**src/rtl/apb_pkg.sv**
```systemverilog
// Shared types for the APB master bridge: FSM state encoding, command/response records, default widths.
package apb_pkg;

  localparam int APB_ADDR_W = 32;
  localparam int APB_DATA_W = 32;

  typedef enum logic [1:0] {
    IDLE   = 2'd0,
    SETUP  = 2'd1,
    ACCESS = 2'd2,
    RESP   = 2'd3
  } apb_mst_state_e;

  typedef struct packed {
    logic                  write;
    logic [APB_ADDR_W-1:0] addr;
    logic [APB_DATA_W-1:0] wdata;
  } apb_cmd_t;

  typedef struct packed {
    logic                  write;
    logic [APB_DATA_W-1:0] rdata;
    logic                  err;
  } apb_rsp_t;

endpackage

```
**src/rtl/apb_master_bridge_if.sv**
```systemverilog
// Command, response and APB bus bundle for the bridge; master = bridge side, slave = environment side.
interface apb_master_bridge_if
  import apb_pkg::*;
#(
  parameter int ADDR_W = APB_ADDR_W,
  parameter int DATA_W = APB_DATA_W
);

  logic              cmd_valid;
  logic              cmd_ready;
  logic              cmd_write;
  logic [ADDR_W-1:0] cmd_addr;
  logic [DATA_W-1:0] cmd_wdata;

  logic              rsp_valid;
  logic              rsp_ready;
  logic              rsp_write;
  logic [DATA_W-1:0] rsp_rdata;
  logic              rsp_err;

  logic              PSEL;
  logic              PENABLE;
  logic              PWRITE;
  logic [ADDR_W-1:0] PADDR;
  logic [DATA_W-1:0] PWDATA;
  logic [DATA_W-1:0] PRDATA;
  logic              PREADY;

  modport master (
    input  cmd_valid, cmd_write, cmd_addr, cmd_wdata, rsp_ready, PRDATA, PREADY,
    output cmd_ready, rsp_valid, rsp_write, rsp_rdata, rsp_err,
           PSEL, PENABLE, PWRITE, PADDR, PWDATA
  );

  modport slave (
    output cmd_valid, cmd_write, cmd_addr, cmd_wdata, rsp_ready, PRDATA, PREADY,
    input  cmd_ready, rsp_valid, rsp_write, rsp_rdata, rsp_err,
           PSEL, PENABLE, PWRITE, PADDR, PWDATA
  );

endinterface

```
**src/rtl/apb_master_bridge.sv**
```systemverilog
// One APB transfer per command: SETUP the cycle after accept, rsp_valid 3 cycles after accept with no waits; cmd_ready only in IDLE.
// Response held until rsp_ready. Define APB_MASTER_TIMEOUT_EN to abort ACCESS after TIMEOUT_CYC cycles with rsp_err.
module apb_master_bridge
  import apb_pkg::*;
#(
  parameter int ADDR_W      = APB_ADDR_W,
  parameter int DATA_W      = APB_DATA_W,
  parameter int TIMEOUT_CYC = 256
) (
  input  logic                PCLK,
  input  logic                PRESETn,
  apb_master_bridge_if.master bus
);

  apb_mst_state_e    state_q, state_d;
  logic              psel_q, psel_d;
  logic              penable_q, penable_d;
  logic              pwrite_q, pwrite_d;
  logic [ADDR_W-1:0] paddr_q, paddr_d;
  logic [DATA_W-1:0] pwdata_q, pwdata_d;
  logic              rsp_valid_q, rsp_valid_d;
  logic              rsp_write_q, rsp_write_d;
  logic [DATA_W-1:0] rsp_rdata_q, rsp_rdata_d;

`ifdef APB_MASTER_TIMEOUT_EN
  localparam logic [15:0] TMO_LAST = 16'(TIMEOUT_CYC - 1);
  logic              rsp_err_q, rsp_err_d;
  logic [15:0]       tmo_cnt_q, tmo_cnt_d;
`endif

  always_comb begin
    state_d     = state_q;
    psel_d      = psel_q;
    penable_d   = penable_q;
    pwrite_d    = pwrite_q;
    paddr_d     = paddr_q;
    pwdata_d    = pwdata_q;
    rsp_valid_d = rsp_valid_q;
    rsp_write_d = rsp_write_q;
    rsp_rdata_d = rsp_rdata_q;
`ifdef APB_MASTER_TIMEOUT_EN
    rsp_err_d   = rsp_err_q;
    tmo_cnt_d   = tmo_cnt_q;
`endif
    case (state_q)
      IDLE: begin
        if (bus.cmd_valid) begin
          psel_d   = 1'b1;
          pwrite_d = bus.cmd_write;
          paddr_d  = bus.cmd_addr;
          pwdata_d = bus.cmd_wdata;
          state_d  = SETUP;
        end
      end
      SETUP: begin
        penable_d = 1'b1;
        state_d   = ACCESS;
`ifdef APB_MASTER_TIMEOUT_EN
        tmo_cnt_d = '0;
`endif
      end
      ACCESS: begin
        // PREADY is checked first so a ready on the limit cycle still completes normally
        if (bus.PREADY) begin
          psel_d      = 1'b0;
          penable_d   = 1'b0;
          rsp_valid_d = 1'b1;
          rsp_write_d = pwrite_q;
          rsp_rdata_d = pwrite_q ? '0 : bus.PRDATA;
          state_d     = RESP;
`ifdef APB_MASTER_TIMEOUT_EN
          rsp_err_d   = 1'b0;
        end else if (tmo_cnt_q == TMO_LAST) begin
          psel_d      = 1'b0;
          penable_d   = 1'b0;
          rsp_valid_d = 1'b1;
          rsp_write_d = pwrite_q;
          rsp_rdata_d = '0;
          rsp_err_d   = 1'b1;
          state_d     = RESP;
        end else begin
          tmo_cnt_d   = tmo_cnt_q + 16'd1;
`endif
        end
      end
      RESP: begin
        if (bus.rsp_ready) begin
          rsp_valid_d = 1'b0;
          state_d     = IDLE;
        end
      end
      default: state_d = IDLE;
    endcase
  end

  always_ff @(posedge PCLK or negedge PRESETn) begin
    if (!PRESETn) begin
      state_q     <= IDLE;
      psel_q      <= 1'b0;
      penable_q   <= 1'b0;
      pwrite_q    <= 1'b0;
      paddr_q     <= '0;
      pwdata_q    <= '0;
      rsp_valid_q <= 1'b0;
      rsp_write_q <= 1'b0;
      rsp_rdata_q <= '0;
`ifdef APB_MASTER_TIMEOUT_EN
      rsp_err_q   <= 1'b0;
      tmo_cnt_q   <= '0;
`endif
    end else begin
      state_q     <= state_d;
      psel_q      <= psel_d;
      penable_q   <= penable_d;
      pwrite_q    <= pwrite_d;
      paddr_q     <= paddr_d;
      pwdata_q    <= pwdata_d;
      rsp_valid_q <= rsp_valid_d;
      rsp_write_q <= rsp_write_d;
      rsp_rdata_q <= rsp_rdata_d;
`ifdef APB_MASTER_TIMEOUT_EN
      rsp_err_q   <= rsp_err_d;
      tmo_cnt_q   <= tmo_cnt_d;
`endif
    end
  end

  assign bus.cmd_ready = (state_q == IDLE);
  assign bus.PSEL      = psel_q;
  assign bus.PENABLE   = penable_q;
  assign bus.PWRITE    = pwrite_q;
  assign bus.PADDR     = paddr_q;
  assign bus.PWDATA    = pwdata_q;
  assign bus.rsp_valid = rsp_valid_q;
  assign bus.rsp_write = rsp_write_q;
  assign bus.rsp_rdata = rsp_rdata_q;
`ifdef APB_MASTER_TIMEOUT_EN
  assign bus.rsp_err   = rsp_err_q;
`else
  assign bus.rsp_err   = 1'b0;
`endif

endmodule

```
**src/flat_wrapper.sv**
```systemverilog
// flat-port wrapper written by rule: the top's interface ports become plain ports
module apb_master_bridge_flat import apb_pkg::*;
#(
  parameter int ADDR_W      = APB_ADDR_W,
  parameter int DATA_W      = APB_DATA_W,
  parameter int TIMEOUT_CYC = 256
)
  (PCLK, PRESETn, bus_cmd_valid, bus_cmd_write, bus_cmd_addr, bus_cmd_wdata, bus_rsp_ready, bus_PRDATA, bus_PREADY, bus_cmd_ready, bus_rsp_valid, bus_rsp_write, bus_rsp_rdata, bus_rsp_err, bus_PSEL, bus_PENABLE, bus_PWRITE, bus_PADDR, bus_PWDATA);
  apb_master_bridge_if #(.ADDR_W(ADDR_W), .DATA_W(DATA_W)) bus_i ();
  input  logic PCLK;
  input  logic PRESETn;
  input wire logic [$bits(bus_i.cmd_valid)-1:0] bus_cmd_valid;
  input wire logic [$bits(bus_i.cmd_write)-1:0] bus_cmd_write;
  input wire logic [$bits(bus_i.cmd_addr)-1:0] bus_cmd_addr;
  input wire logic [$bits(bus_i.cmd_wdata)-1:0] bus_cmd_wdata;
  input wire logic [$bits(bus_i.rsp_ready)-1:0] bus_rsp_ready;
  input wire logic [$bits(bus_i.PRDATA)-1:0] bus_PRDATA;
  input wire logic [$bits(bus_i.PREADY)-1:0] bus_PREADY;
  output wire logic [$bits(bus_i.cmd_ready)-1:0] bus_cmd_ready;
  output wire logic [$bits(bus_i.rsp_valid)-1:0] bus_rsp_valid;
  output wire logic [$bits(bus_i.rsp_write)-1:0] bus_rsp_write;
  output wire logic [$bits(bus_i.rsp_rdata)-1:0] bus_rsp_rdata;
  output wire logic [$bits(bus_i.rsp_err)-1:0] bus_rsp_err;
  output wire logic [$bits(bus_i.PSEL)-1:0] bus_PSEL;
  output wire logic [$bits(bus_i.PENABLE)-1:0] bus_PENABLE;
  output wire logic [$bits(bus_i.PWRITE)-1:0] bus_PWRITE;
  output wire logic [$bits(bus_i.PADDR)-1:0] bus_PADDR;
  output wire logic [$bits(bus_i.PWDATA)-1:0] bus_PWDATA;
  assign bus_i.cmd_valid = bus_cmd_valid;
  assign bus_i.cmd_write = bus_cmd_write;
  assign bus_i.cmd_addr = bus_cmd_addr;
  assign bus_i.cmd_wdata = bus_cmd_wdata;
  assign bus_i.rsp_ready = bus_rsp_ready;
  assign bus_i.PRDATA = bus_PRDATA;
  assign bus_i.PREADY = bus_PREADY;
  assign bus_cmd_ready = bus_i.cmd_ready;
  assign bus_rsp_valid = bus_i.rsp_valid;
  assign bus_rsp_write = bus_i.rsp_write;
  assign bus_rsp_rdata = bus_i.rsp_rdata;
  assign bus_rsp_err = bus_i.rsp_err;
  assign bus_PSEL = bus_i.PSEL;
  assign bus_PENABLE = bus_i.PENABLE;
  assign bus_PWRITE = bus_i.PWRITE;
  assign bus_PADDR = bus_i.PADDR;
  assign bus_PWDATA = bus_i.PWDATA;
  apb_master_bridge #(.ADDR_W(ADDR_W), .DATA_W(DATA_W), .TIMEOUT_CYC(TIMEOUT_CYC)) u_core (.PCLK(PCLK), .PRESETn(PRESETn), .bus(bus_i));
endmodule
```
**config.mk**
```make
export PLATFORM = sky130hd
export DESIGN_NAME = apb_master_bridge_flat
export DESIGN_NICKNAME = d
export VERILOG_FILES = /design/src/rtl/apb_pkg.sv /design/src/rtl/apb_master_bridge_if.sv /design/src/rtl/apb_master_bridge.sv /design/src/flat_wrapper.sv
export SDC_FILE = /design/constraint.sdc
export NUM_CORES = 1
export LEC_CHECK = 0
export CAP_MARGIN = 20
export CORE_MARGIN = 5
export CORE_UTILIZATION = 41
export DETAILED_ROUTE_END_ITERATION = 8
export PLACE_DENSITY = 0.8
export SLEW_MARGIN = 40
export SYNTH_ARGS = -nofsm -noshare
export SYNTH_HDL_FRONTEND = slang
export SYNTH_SLANG_ARGS = --single-unit
```
**constraint.sdc**
```tcl
create_clock -name PCLK -period 1.8 [get_ports PCLK]
set_input_delay 0.27 -clock PCLK [delete_from_list [all_inputs] [get_ports PCLK]]
set_output_delay 0.27 -clock PCLK [all_outputs]
set_load 0.005 [all_outputs]
```
# --- Yosys cells after proc, flatten, opt, wreduce, memory -nomap -nowiden ---
# Index checks and enable logic that the tools add are counted.
totals:
  reg_bits: 103
  inputBits: 102
  output_inout_bits: 103
  elab_cells: 37
classes:
  eq_ne: 6
  n_mux: 12
  reduce_logical: 10
op_table:
  columns: ["cell", "n"]
  rows:
  - ["32-bit two-way mux", 1]
  - ["3-bit AND reduction", 3]
  - ["2-bit case mux with 4 select lines", 1]
  - ["2-bit two-way mux", 3]
  - ["2-bit != test (second input constant)", 3]
  - ["1-bit case mux with 2 select lines", 3]
  - ["2-bit AND reduction", 3]
  - ["2-bit nonzero test", 3]
  - ["2-bit equality test (second input constant)", 2]
  - ["1-bit two-way mux", 4]
  - ["2-bit by 1-bit equality test with 1-bit output (second input constant)", 1]
  - ["2-bit zero test", 1]

# --- Depth between registers and ports, before layout ---
# Gate-level depths: netlist (run 1).
depth:
  word_depth: 3
  mapped_depth: 7
  mapped_depth_nobuf: 5

# --- Worst setup path after synthesis (run 1) ---
# Ideal clock, no wire load.
synth_path:
  path_kind: "register -> register"
  from: "reg u_core.state_q[0]"
  to: "reg u_core.paddr_q[0], in the netlist u_core.bus.PADDR[0]"
  setup_time_ps: 125
  t_arrival_ps: 1364
  required_time_ps: 1675
  setup_slack_ps: 311
  stages_incl_launch_ff: 7
  n_path_buf: 2
  synth_period_minus_slack_ps: 1489
  cell_sequence: "dfrtp_1 > inv_1 > ha_1 > nand2_1 > buf_6 > buf_6 > mux2_4"
synth_via:
  elab_chain_cells: 2
synth_rtl:
  columns: ["item", "line", "text"]
  rows:
  - ["start, declared", "apb_master_bridge.sv:15", "apb_mst_state_e state_q, state_d;"]
  - ["start signal, assigned", "apb_master_bridge.sv:112", "state_q <= state_d;"]
  - ["2-bit zero test", "apb_master_bridge.sv:45", "case (state_q)"]
  - ["2-bit AND reduction (no line)", null, null]
  - ["end signal, assigned", "apb_master_bridge.sv:116", "paddr_q <= paddr_d;"]
  - ["end, declared", "apb_master_bridge.sv:19", "logic [ADDR_W-1:0] paddr_q, paddr_d;"]
# No other way between the ends.
# A chain may end at the register's enable or synchronous reset.

# --- Worst setup path after layout (run 1) ---
layout_path:
  from: "reg u_core.state_q[1]"
  to: "reg u_core.pwdata_q[20], in the netlist u_core.bus.PWDATA[20]"
layout_via:
  elab_chain_cells: 2
layout_rtl:
  columns: ["item", "line", "text"]
  rows:
  - ["2-bit zero test", "apb_master_bridge.sv:45", null]
  - ["2-bit AND reduction (no line)", null, null]
  - ["end signal, assigned", "apb_master_bridge.sv:117", "pwdata_q <= pwdata_d;"]
  - ["end, declared", "apb_master_bridge.sv:20", "logic [DATA_W-1:0] pwdata_q, pwdata_d;"]
# No other way between the ends.

==> impl_summary.log, run 1 <==
[metrics] relative contribution of combinational cells to total power: 0.495
[metrics] cell with the most instances after synthesis: sky130_fd_sc_hd__dfrtp_1
[metrics] proportion of power drawn by the clock network: 0.130
[metrics] starting density of the core: 0.419
[metrics] dominant synthesized flop cell: sky130_fd_sc_hd__dfrtp_1
[metrics] largest net degree at the start of global routing: 57
[metrics] Ant. Diodes: 0
[metrics] maximum vdd drop: 0.657 mV
[metrics] fraction of synthesized area in multiplexers: 0.218
[metrics] switching power total: 3.18 mW
[metrics] kind of start point of the critical path: flop
[metrics] Detail Route Antenna Nets: 0
[metrics] largest family of logic cells by synthesized area: multiplexers
[metrics] syn avg cell area: 14.0 sq um
[metrics] H-tree Lvls: 3
[metrics] maximum clock frequency: 599 MHz
[metrics] count of state elements after synthesis: 103
[metrics] ratio of cells with drive above 1 in the final layout: 0.186
[metrics] insertion delay of the later-clocked pin in the worst-skew pair: 350 ps
[metrics] reported max-cap violation count: 0
[metrics] gr usage total: 0.176
[metrics] leakage power figure: 3.04 nW
[metrics] number of standard-cell rows in the floorplan: 37
[metrics] Final Net Count: 625
[metrics] Final HPWL DP: 8770 um
[metrics] Post-route DRC: 0
[metrics] synthesized-area fraction occupied by and/or/nand/nor cells: 0.0780
[metrics] post-synth net total: 416
[metrics] largest cells by area after synthesis: sky130_fd_sc_hd__dfrtp_1 (60%), sky130_fd_sc_hd__mux2_4 (18%), sky130_fd_sc_hd__nand2b_1 (4.6%)
[metrics] biggest fanout along the worst timing path: 11
[metrics] share of flip-flops with an asynchronous set or reset: 1.00
[metrics] Boundary Pins: 205
[metrics] Inst Count DP: 641
[metrics] endpoint type of the worst setup path: flop
[metrics] via/cell ratio: 4.64
[metrics] data arrival time at the worst-slack endpoint: 1910 ps
[metrics] parity-gate share of the synthesized area counting xor and xnor cells: 0
[metrics] Post-Synthesis Cell Area: 4330 sq um
[metrics] Area growth, synth to finish: 55.5%
[metrics] outcome: completed
[metrics] power per standard cell area: 1640 nW/um^2
[metrics] post-synth top area share: 0.595
[metrics] category of the most critical setup path: flop to flop
[metrics] Clk pin slew, worst setup/hold paths: 100 ps
[metrics] cts bufs inserted: 9
[metrics] Netlist cell types: 22
[metrics] total detailed-routing wirelength: 11,200 um
[metrics] Adder-Cell Fraction of Synth Area: 0.0145
[metrics] Sw Share: 0.289
[metrics] total number of vias: 3,050
[metrics] Seq pwr share: 0.374
[metrics] number of global-route vias before repair: 3,282
[metrics] final total negative setup slack: 0 ps
[metrics] total congestion overflow after global routing: 0
[metrics] Internal Dissipation: 7.84 mW
[metrics] compound-gate portion of the synthesized area: 0.0529
[metrics] sink count of the clock tree: 103
[metrics] final number of setup-violating endpoints: 0
[metrics] area inside the core boundary: 10,300 sq um
[metrics] number of fillers in the final layout: 779
[metrics] Hold Vio Cnt, Final: 0
[metrics] die outline width: 113 um
[metrics] non-filler cells, final: 658
[metrics] worst hold path class: input pin to asynchronous set/reset pin
[metrics] drt initial violations: 88
[metrics] first-pass GRT wire length: 17,700 um
[metrics] largest buffer count on any clock path: 2
[metrics] area enclosed by the die boundary: 12,700 sq um
[metrics] fraction of the cycle the final worst path needs: 0.928
[metrics] leading area contributor after synthesis: sky130_fd_sc_hd__dfrtp_1
[metrics] iteration count of the initial detailed-routing pass: 4
[metrics] global placer's final weighted congestion: 0.812
[metrics] cell count after synthesis: 309
[metrics] setup repair after global routing missed its margin: no
[metrics] most frequent cells after synthesis: sky130_fd_sc_hd__dfrtp_1 (103), sky130_fd_sc_hd__mux2_4 (51), sky130_fd_sc_hd__nand2_1 (34), sky130_fd_sc_hd__nand2b_1 (32), sky130_fd_sc_hd__o21ai_1 (18)
[metrics] maximum clock skew at final layout: 9.38 ps
[metrics] antenna violations before repair: 0
[metrics] number of buffer cells added on primary ports: 203
[metrics] CTS tree: yes
[metrics] fin. max-slew vios: 0
[metrics] data required time of the critical path: 2040 ps
[metrics] buffer cell driving the clock tree root: sky130_fd_sc_hd__clkbuf_8
[metrics] mean routed wirelength per cell: 17.1 um
[metrics] EDFF count, synth: 0
[metrics] YS warnings: 0
[metrics] vertical die dimension: 113 um
[metrics] post-synthesis sequential area ratio: 0.595
[metrics] Final Critical Period: 1670 ps
## sequential cells by signal, summed over array words and instances, names as in the netlist
register and cells:
u_core.bus.rsp_rdata 32, u_core.bus.PSEL 1, u_core.bus.rsp_write 1, u_core.bus.PADDR 32, u_core.bus.PENABLE 1, u_core.bus.PWRITE 1, u_core.bus.PWDATA 32, u_core.state_q 2
u_core.bus.rsp_valid 1
## metal layers
layer | global-route usage | up-vias | part of all wire
met2 | 0.305 | 128 | 0.50
met4 | 0.0577 | 0 | 0.024
li1 | - | 1449 | -
met5 | 0 | - | 0
met1 | 0.205 | 1453 | 0.39
met3 | 0.0588 | 20 | 0.085
## cells by family after synthesis
kind of cell               after synthesis
muxes                                   67
buffers and inverters                   24
AOI/OAI and AO/OA                       41
and+or+nand+nor                         68
DFF                                    103
other                                    1
adders and majority gates                5
## power groups by stage
stage	Sequential [mW]	Combinational, mW	Clock [mW]
floorplan	4.19	2.35	0
global placement	4.12	5.35	0
detailed placement	4.17	5.51	0
CTS	4.13	5.55	1.50
global route	4.28	5.82	1.59
finish	4.13	5.46	1.44
## per-stage QoR
stage | util | total power [mW] | instance area, sq um | setup WS (ps) | hold slack (ps)
3_3_place_gp | 0.632 | 9.48 | 6520 | 113 | 191
4_1_cts | 0.652 | 11.2 | 6730 | 127 | 353
5_1_grt | 0.652 | 11.7 | 6730 | 16.6 | 372
6_report | 0.652 | 11.0 | 6730 | 129 | 366
2_1_floorplan | - | 6.54 | 4330 | 311 | -25.6
3_5_place_dp | 0.632 | 9.68 | 6520 | 91.4 | 199
## worst max-delay path, cell delays in order (launching register included)
cell and delay, ps:
sky130_fd_sc_hd__dfrtp_1 400, sky130_fd_sc_hd__inv_1 90, sky130_fd_sc_hd__ha_1 260, sky130_fd_sc_hd__nand2_4 220
sky130_fd_sc_hd__buf_4 260, sky130_fd_sc_hd__mux2_4 320
## placed cells by master (no fill, tap or decap), types with 2 or more instances in the layout
cell                              instances
sky130_fd_sc_hd__nand2b_1                32
sky130_fd_sc_hd__a21oi_1                  3
sky130_fd_sc_hd__clkdlybuf4s50_1        201
sky130_fd_sc_hd__mux2_2                  16
sky130_fd_sc_hd__o2bb2ai_1                2
sky130_fd_sc_hd__nand2_1                 32
sky130_fd_sc_hd__mux2_4                  51
sky130_fd_sc_hd__dfrtp_1                103
sky130_fd_sc_hd__ha_1                     5
sky130_fd_sc_hd__o21ai_0                 15
sky130_fd_sc_hd__buf_4                    9
sky130_fd_sc_hd__o21ai_1                 18
sky130_fd_sc_hd__buf_12                   4
sky130_fd_sc_hd__inv_1                    6
sky130_fd_sc_hd__clkbuf_8                10
## final timing paths
path / slack (ps) / depth (start not counted) / from / end
max in group asynchronous: 760 / 3 / PRESETn / u_core.bus.rsp_rdata[1]
max reg2reg: 130 / 5 / u_core.state_q[1] / u_core.bus.PWDATA[20]
min in group PCLK: 460 / 3 / bus_PRDATA[18] / u_core.bus.rsp_rdata[18]
max: 130 / 5 / u_core.state_q[1] / u_core.bus.PWDATA[20]
min: 370 / 2 / PRESETn / u_core.bus.PADDR[27]
min reg2reg: 490 / 2 / u_core.bus.rsp_rdata[31] / u_core.bus.rsp_rdata[31]
## what timing repair did
action | 4_1_cts | 5_1_grt
buffers inserted | 1 | 0
hold endpoints to repair | 22 | 0
hold buffers | 1 | 0
gates resized for setup | 1 | 0
setup endpoints to repair | 1 | 0
## layout make-up
type | instances | area [sq um] | area share
flip-flops and latches | 103 | 2580 | 0.383
repair buffers | 216 | 2180 | 0.323
multi-input cells | 182 | 1590 | 0.236
well taps | 136 | 170 | 0.0253
clock buffers | 11 | 141 | 0.0210
clock inverters | 4 | 55.1 | 0.00818
inverters | 6 | 22.5 | 0.00334
Note: power is estimated with default switching activity, not from simulation.
==> run 2: changes to the inputs <==
- CELL_PAD_IN_SITES_DETAIL_PLACEMENT: unset -> 0
- CELL_PAD_IN_SITES_GLOBAL_PLACEMENT: unset -> 2
- CORE_UTILIZATION: 41 -> 26
- PLACE_DENSITY: 0.8 -> unset
- PLACE_DENSITY_LB_ADDON: unset -> 0.1
==> run 2 against run 1 <==
Compared with the run above:
- sequential share of layout area shrank 1.5 points
- highest routed layer unchanged
- largest cell class unchanged
- register-to-register slack worse by 30 ps
- largest power group unchanged
- sequential cell count did not move
==> impl_summary.log, run 2 (synthesis gave the netlist of run 1 again) <==
[metrics] outcome: completed
[metrics] insertion delay of the later-clocked pin in the worst-skew pair: 340 ps
[metrics] Worst Reg2Reg Path Length in Cells: 6
[metrics] Final HPWL DP: 9170 um
[metrics] global placer's final weighted congestion: 0.713
[metrics] Sw Share: 0.285
[metrics] number of standard-cell rows in the floorplan: 47
[metrics] Seq pwr share: 0.351
[metrics] most frequent standard cell in the layout excluding fill and tap cells: sky130_fd_sc_hd__clkdlybuf4s50_1
[metrics] via/cell ratio: 4.03
[metrics] leakage power figure: 3.12 nW
[metrics] Final Net Count: 630
[metrics] Final Critical Period: 1700 ps
[metrics] cts bufs inserted: 9
[metrics] family with the most delay on the worst path: buffers and inverters
[metrics] Post-route DRC: 0
[metrics] ratio of cells with drive above 1 in the final layout: 0.201
[metrics] Inst Count DP: 727
[metrics] total congestion overflow after global routing: 0
[metrics] non-filler cells, final: 748
[metrics] largest net degree at the start of global routing: 35
[metrics] H-tree Lvls: 3
[metrics] Total Power Consumption: 11.6 mW
[metrics] starting density of the core: 0.263
[metrics] mean routed wirelength per cell: 16.6 um
[metrics] series of cell instances along the critical path: inv_2, buf_4, ha_1, nand2_4, buf_12, mux2_2
[metrics] setup repair after global routing missed its margin: no
[metrics] reg2reg start: u_core.state_q[1]
[metrics] vertical die dimension: 139 um
[metrics] biggest fanout along the worst timing path: 27
[metrics] gr usage total: 0.129
[metrics] largest buffer count on any clock path: 2
[metrics] end of the critical path: u_core.bus.PADDR[7]
[metrics] total number of vias: 3,018
[metrics] number of logic stages on the critical path including buffering: 6
[metrics] post-route setup slack: 95.8 ps
[metrics] delay of the slowest critical-path stage: 390 ps
[metrics] data arrival time at the worst-slack endpoint: 1930 ps
[metrics] maximum clock frequency: 587 MHz
[metrics] maximum clock skew at final layout: 9.89 ps
[metrics] total detailed-routing wirelength: 12,400 um
[metrics] antenna violations before repair: 0
[metrics] Boundary Pins: 205
[metrics] Detail Route Antenna Nets: 0
[metrics] area enclosed by the die boundary: 19,300 sq um
[metrics] endpoint type of the worst setup path: flop
[metrics] launching instance or port of the critical path: u_core.state_q[1]
[metrics] proportion of power drawn by the clock network: 0.169
[metrics] sink count of the clock tree: 103
[metrics] setup slack, reg-to-reg: 100 ps
[metrics] top library cells by usage in the layout, fill and taps aside: sky130_fd_sc_hd__clkdlybuf4s50_1 (201), sky130_fd_sc_hd__dfrtp_1 (103), sky130_fd_sc_hd__mux2_4 (51)
[metrics] area inside the core boundary: 16,500 sq um
[metrics] number of fillers in the final layout: 1,565
[metrics] Clk pin slew, worst setup/hold paths: 70 ps
[metrics] drt initial violations: 125
[metrics] relative contribution of combinational cells to total power: 0.481
[metrics] CTS tree: yes
[metrics] power per standard cell area: 1660 nW/um^2
[metrics] reported max-cap violation count: 0
[metrics] number of buffer cells added on primary ports: 203
[metrics] kind of start point of the critical path: flop
[metrics] data required time of the critical path: 2030 ps
[metrics] Internal Dissipation: 8.31 mW
[metrics] fraction of the cycle the final worst path needs: 0.947
[metrics] slowest cell on the critical path: sky130_fd_sc_hd__dfrtp_1
[metrics] worst hold path class: input pin to asynchronous set/reset pin
[metrics] category of the most critical setup path: flop to flop
[metrics] die outline width: 139 um
[metrics] Placement Setup Slack: 55.1 ps
[metrics] maximum vdd drop: 0.566 mV
[metrics] iteration count of the initial detailed-routing pass: 4
[metrics] Hold Vio Cnt, Final: 0
[metrics] fin. max-slew vios: 0
[metrics] final total negative setup slack: 0 ps
[metrics] buffer cell driving the clock tree root: sky130_fd_sc_hd__clkbuf_16
[metrics] number of global-route vias before repair: 3,168
[metrics] first-pass GRT wire length: 19,600 um
[metrics] buffers plus inverters on the worst setup path: 3
[metrics] Area growth, synth to finish: 61.7%
[metrics] Ant. Diodes: 0
[metrics] capturing point of the worst reg2reg path: u_core.bus.PADDR[7]
[metrics] final number of setup-violating endpoints: 0
[metrics] switching power total: 3.31 mW
-- run 2: worst min path at each step --
stage | start | depth (start not counted) | endpoint | slack [ps]
floorplan | PRESETn | 0 | u_core.bus.PADDR[0] | -30
global placement | PRESETn | 1 | u_core.bus.PWDATA[31] | 270
detailed placement | PRESETn | 1 | u_core.bus.PADDR[17] | 270
CTS | PRESETn | 2 | u_core.bus.PADDR[0] | 440
global route | PRESETn | 2 | u_core.bus.PADDR[17] | 480
finish | PRESETn | 2 | u_core.bus.PADDR[17] | 430
-- run 2: routing by layer --
layer	vias up	wire, um	track usage
met5	-	0	0
met4	0	201	0.0463
met3	12	816	0.0393
met2	120	5660	0.194
met1	1423	5720	0.178
li1	1463	-	-
-- run 2: power by group through the flow --
| stage | logic [mW] | registers, mW | clock network (mW) |
|---|---|---|---|
| after floorplan | 2.35 | 4.19 | 0 |
| after global placement | 5.52 | 4.11 | 0 |
| after detailed placement | 5.59 | 4.12 | 0 |
| after CTS | 5.71 | 4.08 | 2.06 |
| after global routing | 6.04 | 4.22 | 2.15 |
| final | 5.59 | 4.07 | 1.96 |
-- run 2: timing repair --
| item | 4_1_cts | 5_1_grt |
|---|---|---|
| resized for setup | 4 | 1 |
| hold buffers | 1 | 0 |
| hold endpoints to repair | 29 | 0 |
| setup endpoints to repair | 1 | 1 |
| buffers inserted | 3 | 1 |
-- run 2: final cells by class --
type	count	area, sq um	area share
multi-input combinational	182	1600	0.229
tap	220	275	0.0393
timing repair buffer	221	2230	0.319
sequential	103	2580	0.368
clock buffer	10	229	0.0327
clock inverter	6	61.3	0.00876
inverter	6	22.5	0.00322
-- run 2: per-stage QoR --
stage,instance area (sq um),util,hold WS (ps)
after floorplan,4330,-,-25.6
after global placement,6650,0.404,268
after detailed placement,6650,0.404,274
after CTS,6990,0.424,442
after global routing,7000,0.425,478
final,7000,0.425,432
==> run 3: changes to the inputs <==
- CORE_UTILIZATION: 26 -> 39
- DONT_BUFFER_PORTS: unset -> 1
==> run 3 against run 2 <==
Compared with the run above:
- the flow now finishes with violations (hold timing)
- global-route usage increased by 1.1 points
- setup slack improved by 86 ps
- die area down 31%
- power shrank 24%
- largest power group is now registers
- hold slack lost 830 ps
- final cell count shrank 39%
- utilization up 0.91 points
- largest cell class unchanged
- sequential power up 11%
- clock skew up 4.0 ps
- critical path depth is 1 lower
==> impl_summary.log, run 3 (synthesis gave the netlist of run 1 again) <==
[metrics] data arrival time at the worst-slack endpoint: 1870 ps
[metrics] Final Instance Area: 4710 sq um
[metrics] gr usage total: 0.141
[metrics] sum of met3 wire segment lengths after detailed routing: 1300 um
[metrics] CTS tree: yes
[metrics] kind of start point of the critical path: flop
[metrics] H-tree Lvls: 3
[metrics] routed wire length on met2: 4360 um
[metrics] maximum vdd drop: 0.724 mV
[metrics] outcome: finished with violations
[metrics] Post-CTS Resized: 0
[metrics] placement-stage cell area: 4490 sq um
[metrics] non-filler cells, final: 455
[metrics] drt initial violations: 116
[metrics] Area growth, synth to finish: 8.73%
[metrics] worst hold path class: input pin to asynchronous set/reset pin
[metrics] data required time of the critical path: 2050 ps
[metrics] violated checks: hold timing
[metrics] Boundary Pins: 205
[metrics] total detailed-routing wirelength: 9520 um
[metrics] launching instance or port of the critical path: u_core.state_q[0]
[metrics] number of global-route vias before repair: 2,409
[metrics] area enclosed by the die boundary: 13,300 sq um
[metrics] Final Net Count: 417
[metrics] starting density of the core: 0.399
[metrics] Hold Vio Cnt, Final: 103
[metrics] via/cell ratio: 4.92
[metrics] number of standard-cell rows in the floorplan: 38
[metrics] post-route worst hold slack: -399 ps
[metrics] power per standard cell area: 1860 nW/um^2
[metrics] iteration count of the initial detailed-routing pass: 4
[metrics] vertical die dimension: 115 um
[metrics] buffer cell driving the clock tree root: sky130_fd_sc_hd__clkbuf_8
[metrics] area inside the core boundary: 10,800 sq um
[metrics] cts bufs inserted: 9
[metrics] die outline width: 115 um
[metrics] first-pass GRT wire length: 14,200 um
[metrics] Ant. Diodes: 0
[metrics] Clk pin slew, worst setup/hold paths: 100 ps
[metrics] Final HPWL DP: 7010 um
[metrics] reported max-cap violation count: 0
[metrics] Total Power Consumption: 8.78 mW
[metrics] setup repair after global routing missed its margin: no
[metrics] most frequent standard cell in the layout excluding fill and tap cells: sky130_fd_sc_hd__dfrtp_1
[metrics] final number of setup-violating endpoints: 0
[metrics] total number of vias: 2,240
[metrics] Detail Route Antenna Nets: 0
[metrics] met1 WL: 3640 um
[metrics] largest net degree at the start of global routing: 104
[metrics] sink count of the clock tree: 103
[metrics] number of fillers in the final layout: 1,002
[metrics] global placer's final weighted congestion: 0.717
[metrics] Inst Count DP: 439
[metrics] top library cells by usage in the layout, fill and taps aside: sky130_fd_sc_hd__dfrtp_1 (103), sky130_fd_sc_hd__mux2_4 (51), sky130_fd_sc_hd__nand2b_1 (32), sky130_fd_sc_hd__nand2_1 (32), sky130_fd_sc_hd__o21ai_1 (18)
[metrics] category of the most critical setup path: flop to flop
[metrics] endpoint type of the worst setup path: flop
[metrics] fin. max-slew vios: 0
[metrics] post-CTS setup repair buffer count: 0
[metrics] leakage power figure: 2.24 nW
[metrics] ratio of cells with drive above 1 in the final layout: 0.298
[metrics] reg2reg start: u_core.state_q[0]
[metrics] highest metal layer with signal wires: met5
[metrics] largest buffer count on any clock path: 2
[metrics] fraction of the cycle the final worst path needs: 0.899
[metrics] biggest fanout along the worst timing path: 24
[metrics] maximum clock skew at final layout: 13.8 ps
[metrics] Post-route DRC: 0
[metrics] final total negative setup slack: 0 ps
[metrics] total congestion overflow after global routing: 0
[metrics] insertion delay of the later-clocked pin in the worst-skew pair: 360 ps
[metrics] Final Critical Period: 1620 ps
[metrics] number of buffer cells added on primary ports: 0
[metrics] mean routed wirelength per cell: 20.9 um
[metrics] antenna violations before repair: 1
[metrics] maximum clock frequency: 618 MHz
-- run 3: cell count changes in the layout (fill, tap and decap cells not counted), sizes merged, moves of 2 or more --
cell / before / now
buf: 18 / 8
clkdlybuf4s50: 201 / 0
clkinv: 4 / 1
clkinvlp: 1 / 3
-- run 3: layer usage --
layer / track usage / up-vias
met5: 0 / -
met4: 0.0712 / 2
met2: 0.216 / 125
li1: - / 1030
met3: 0.0642 / 16
met1: 0.167 / 1067
-- run 3: metrics by stage --
step | util | setup WS (ps) | hold WS [ps]
floorplan | - | 311 | -25.6
global placement | 0.414 | 245 | -23.0
detailed placement | 0.414 | 179 | -22.6
CTS | 0.434 | 167 | -442
global route | 0.434 | 86.4 | -447
finish | 0.434 | 181 | -399
-- run 3: layout make-up --
| cell class | count | area [sq um] | area share |
|---|---|---|---|
| Sequential cell | 103 | 2580 | 0.548 |
| Multi-Input combinational cell | 182 | 1590 | 0.338 |
| Timing Repair Buffer | 8 | 123 | 0.0261 |
| Clock inverter | 7 | 96.3 | 0.0205 |
| Tap cell | 140 | 175 | 0.0372 |
| Clock buffer | 9 | 124 | 0.0263 |
| Inverter | 6 | 22.5 | 0.00478 |
-- run 3: worst max-delay path, stage by stage (launching register included) --
cell and delay (ps):
sky130_fd_sc_hd__dfrtp_1 410, sky130_fd_sc_hd__inv_1 100, sky130_fd_sc_hd__ha_1 270, sky130_fd_sc_hd__nand2_4 150
sky130_fd_sc_hd__buf_12 210, sky130_fd_sc_hd__mux2_2 360
-- run 3: path summary, 6_finish.rpt --
path	slack [ps]	to	cells after the start
min reg2reg	530	u_core.bus.rsp_rdata[12]	2
max reg2reg	180	u_core.bus.PADDR[9]	5
min in group PCLK	30	u_core.bus.rsp_rdata[18]	2
max in group asynchronous	2070	u_core.bus.rsp_rdata[28]	0
min	-400	u_core.bus.PWDATA[12]	0
max	180	u_core.bus.PADDR[9]	5
-- run 3: where the power goes --
part           internal, mW  switching (mW)  total [mW]  leakage [nW]
clock network         0.786           0.813        1.60         0.102
registers              3.47            1.04        4.51          1.25
logic                  1.71           0.961        2.67         0.889
==> patch 1 (config.mk and constraints of run 3) <==
The package constant `APB_DATA_W` goes from 32 to 36.
--- a/src/rtl/apb_pkg.sv
+++ b/src/rtl/apb_pkg.sv
@@ -2,7 +2,7 @@
 package apb_pkg;
 
   localparam int APB_ADDR_W = 32;
-  localparam int APB_DATA_W = 32;
+  localparam int APB_DATA_W = 36;
 
   typedef enum logic [1:0] {
     IDLE   = 2'd0,
Ports: changed (resized bus_PRDATA, bus_PWDATA, bus_cmd_wdata and bus_rsp_rdata); port bits go from 205 to 221. No check against the original RTL was run, so the function may have changed too.
==> patch 1 against run 3 <==
Clock skew is 0.0073 ns lower. Highest routed layer is now met4. The flow still finishes with violations (negative hold slack). Sequential cell count is 8 higher. Cell area is 4.7% higher. First-iteration DRC count is 24% higher. Synthesized area is 2.5% higher. Worst setup slack worse by 0.055 ns. Total power is 6.1% higher. Wire length is 1.1% higher.
==> patch 1: results (changes against run 3) <==
| Metric | Value |
|---|---|
| Signal arrival time at the worst endpoint | `1.90 ns (+0.03 ns)` |
| M2 GR Usage | `0.220 (+0.00313)` |
| Layout cells sized above 1 | `0.282 (-0.0165)` |
| Clk slew on worst S/H paths | `0.08 ns (-0.02 ns)` |
| Violated checks | `negative hold slack` |
| TritonCTS Buffers | `9 (unchanged)` |
| Vias | `2400 (+7.1%)` |
| Met1 Usage GRT | `0.145 (-0.0216)` |
| Final non-filler cell total | `481 (+5.7%)` |
| Gpl congestion | `0.733 (+2.2%)` |
| Grt met3 use | `0.0617 (-0.00255)` |
| Largest net degree at the start of global routing | `112 (+7.7%)` |
| Post-synthesis cell type count | `22 (unchanged)` |
| Met2 routed WL | `4660 um (+6.9%)` |
| Fin Hold WS | `-0.388 ns (+0.0116 ns)` |
| Count of final hold-check violations | `111 (+7.8%)` |
| Top sig layer | `met4` |
| Vias in the first global route | `2558 (+6.2%)` |
| Peak VDD IR | `672 uV (-7.2%)` |
| Iter 0 DRT Violations | `144 (+24%)` |
| Post-synth top cells | `dfrtp_1 (111), mux2_2 (61), nand2_1 (37), o21ai_0 (37), nand2b_1 (36)` |
| Outcome | `finished, violations left` |
| Leak | `0.00221 uW (-1.4%)` |
| Placed cell count | `464 (+5.7%)` |
| Syn Inst Count | `335 (+8.4%)` |
| Fill count | `1045 (+4.3%)` |
| Dpl ws | `0.132 ns (-0.0471 ns)` |
| Top post-synthesis cells by area | `dfrtp_1 (63%), mux2_2 (15%), nand2b_1 (5.1%), o21ai_0 (4.2%), mux2_4 (3.4%)` |
| CP max FO | `54 (+130%)` |
| Clk_skew | `0.00651 ns (-0.00734 ns)` |
| Post-synthesis sequential area ratio | `0.626 (+0.0303)` |
| Global-route wire length before repair | `13800 um (-2.8%)` |
| Final nets | `447 (+7.2%)` |
| Worst-Skew Late Latency | `0.34 ns (-0.02 ns)` |
| Post-synth top flop | `dfrtp_1` |
| CTS root buf | `clkbuf_16` |
| Gr usage total | `0.133 (-0.00751)` |
| Met1 WL | `3450 um (-5.1%)` |
| HPWL after DPL | `7060 um (+0.77%)` |
| Drt wl/cell | `20.0 um (-4.4%)` |
| # H-tree levels | `3 (unchanged)` |
| Met3 wire length | `1290 um (-1.0%)` |
[patch 1: where the power goes]
group          internal (uW)  switching, uW  total (uW)  leakage (uW)
Sequential              3740           1070        4810       0.00135
Clock                   1270            908        2180      0.000158
Combinational           1400            923        2320      0.000701
Total                   6420           2900        9310       0.00221
[patch 1: cell type report]
cell class	instances	area share
Inverter	6	0.00457
Clock inverter	5	0.0178
Multi-Input combinational cell	198	0.311
Antenna cell	1	0.000508
Clock buffer	11	0.0492
Timing Repair Buffer	6	0.0168
Tap cell	143	0.0363
Sequential cell	111	0.563
[patch 1: cells by family after synthesis]
| family | after synthesis | synth area share |
|---|---|---|
| DFF | 111 | 0.626 |
| buffers and inverters | 26 | 0.0290 |
| muxes | 71 | 0.189 |
| adders and majority gates | 5 | 0.0141 |
| other | 1 | 0.000845 |
| AOI/OAI and AO/OA | 45 | 0.0561 |
| and+or+nand+nor | 76 | 0.0857 |
[patch 1: stage by stage]
step                instance area (sq um)   util  total power [uW]
global placement                     4600  0.408              7220
floorplan                            4440      -              6500
detailed placement                   4600  0.408              7300
finish                               4930  0.437              9310
global route                         4930  0.437              9960
CTS                                  4930  0.437              9510
[patch 1: worst paths after layout]
path | slack, ns | depth (start not counted) | startpoint | endpoint
max in group asynchronous | 2.05 | 0 | PRESETn | u_core.bus.PADDR[26]
setup / recovery | 0.13 | 5 | u_core.state_q[0] | u_core.bus.PWDATA[18]
hold / removal | -0.39 | 0 | PRESETn | u_core.bus.PADDR[11]
setup reg to reg | 0.13 | 5 | u_core.state_q[0] | u_core.bus.PWDATA[18]
min in group PCLK | 0.07 | 2 | bus_PRDATA[26] | u_core.bus.rsp_rdata[26]
hold reg to reg | 0.52 | 2 | u_core.bus.rsp_rdata[23] | u_core.bus.rsp_rdata[23]
==> patch 2 (config.mk and constraints of run 3) <==
Without the edit above. Make the reset (`PRESETn`) synchronous in one clocked block.
--- a/src/rtl/apb_master_bridge.sv
+++ b/src/rtl/apb_master_bridge.sv
@@ -93,7 +93,7 @@
     endcase
   end
 
-  always_ff @(posedge PCLK or negedge PRESETn) begin
+  always_ff @(posedge PCLK) begin
     if (!PRESETn) begin
       state_q     <= IDLE;
       psel_q      <= 1'b0;
Behaviour: differs if PRESETn is asserted again (counterexample within 4 cycles, from zero or initial values and one cycle with PRESETn low); with PRESETn held inactive, the same outputs for 10 cycles.
==> patch 2 against run 3 <==
Sequential cell count unchanged. Cell area decreased by 13%. Hold slack improved by 0.42 ns. Core utilization increased by 0.56 points. Maximum frequency increased by 0.15%. Wire length increased by 2.7%. Synthesized area decreased by 13%. Worst setup slack improved by 0.0024 ns. Critical path depth increased by 1. Die area decreased by 12%. Critical endpoint is now u_core.bus.rsp_rdata[4]. Highest routed layer is now met4.
Power is not compared: it rests on default switching activity, and its combinational part moved more than twofold at a synthesized area within 25%.
==> patch 2: results (changes against run 3) <==
| Metric | Value |
|---|---|
| M2 GR Usage | `0.262 (+0.0451)` |
| Top sig layer | `met4` |
| Largest net degree at the start of global routing | `76 (-27%)` |
| Compound-cell area share of the yosys netlist | `0.223 (+0.170)` |
| Post-synth top cells | `nand2_1 (136), dfxtp_1 (103), a21boi_0 (50), a22o_1 (30), a21boi_1 (20)` |
| Vias/cell | `5.00 (+1.5%)` |
| Worst reg-to-reg path cell count | `6 (+1)` |
| Clk slew on worst S/H paths | `around 0.11 ns` |
| Met1 WL | `3730 um (+2.5%)` |
| Drt wl/cell | `18.7 um (-11%)` |
| Post-synth ARST share | `0 (-1.00)` |
| Post-synthesis cell type count | `26 (+18%)` |
| Post-Synth Adder-Cell Area | `0.0167 (+0.00220)` |
| Vias in the first global route | `2557 (+6.1%)` |
| Xor and xnor area share after synthesis | `0 (unchanged)` |
| Gpl congestion | `0.717 (about the same)` |
| Post-synthesis sequential area ratio | `0.549 (-0.0466)` |
| Clk_skew | `0.0124 ns (-0.00149 ns)` |
| Initial antenna violation count | `0 (-1)` |
| Gr usage total | `0.161 (+0.0195)` |
| Outcome | `finished, final reports clean` |
| Met1 Usage GRT | `0.181 (+0.0136)` |
| CP max FO | `31 (+29%)` |
| Mux contribution to synthesized area | `0.00266 (-0.216)` |
| Met2 routed WL | `4560 um (+4.5%)` |
| Critical Path Sink | `u_core.bus.rsp_rdata[4]` |
| Crit. Startpoint | `u_core.state_q[0]` |
| Hold WC Path Type | `in2reg` |
| Layout cells sized above 1 | `0.0684 (-0.230)` |
| Dpl ws | `0.0957 ns (-0.0833 ns)` |
| Iter 0 DRT Violations | `187 (+61%)` |
| Met3 wire length | `1390 um (+6.7%)` |
| HPWL after DPL | `6760 um (-3.5%)` |
| Top post-synthesis cells by area | `dfxtp_1 (55%), nand2_1 (14%), a21boi_0 (10%), a22o_1 (7.0%), a21boi_1 (4.0%)` |
| Final nets | `497 (+19%)` |
| Syn Nets | `508 (+22%)` |
| Global-route wire length before repair | `14400 um (+1.7%)` |
| Fin Hold WS | `0.0250 ns (+0.424 ns)` |
| Grt met3 use | `0.0842 (+0.0200)` |
| Post-synth top flop | `dfxtp_1` |
==> patch 2: timing repair <==
item / CTS / global route
resized for setup: 0 / 1
setup endpoints to repair: 0 / 30
setup buffers: 0 / 0
hold buffers: 2 / 1
endpoints found under the hold margin: 2 / 1
==> patch 2: layout make-up <==
class	count	area [sq um]
clock inverter	7	86.3
multi-input combinational	265	1540
tap	129	161
fill	934	5230
timing repair buffer	9	125
clock buffer	9	124
sequential	103	2060
inverter	2	7.51
==> patch 2: worst max-delay path, cell delays in order, from the launching register on <==
cell and delay (ns):
dfxtp_1 0.35, inv_1 0.11, ha_2 0.30, nand2_2 0.13, and2_1 0.21, buf_12 0.16, a22o_1 0.24
==> patch 2: per-stage QoR <==
stage | area (sq um) | util | total power (uW) | std cells
floorplan | 3760 | - | 3900 | 401
global placement | 3860 | 0.414 | 4270 | 505
detailed placement | 3860 | 0.414 | 4300 | 505
CTS | 4090 | 0.438 | 5840 | 523
global route | 4100 | 0.440 | 6160 | 524
finish | 4100 | 0.440 | 5720 | 524
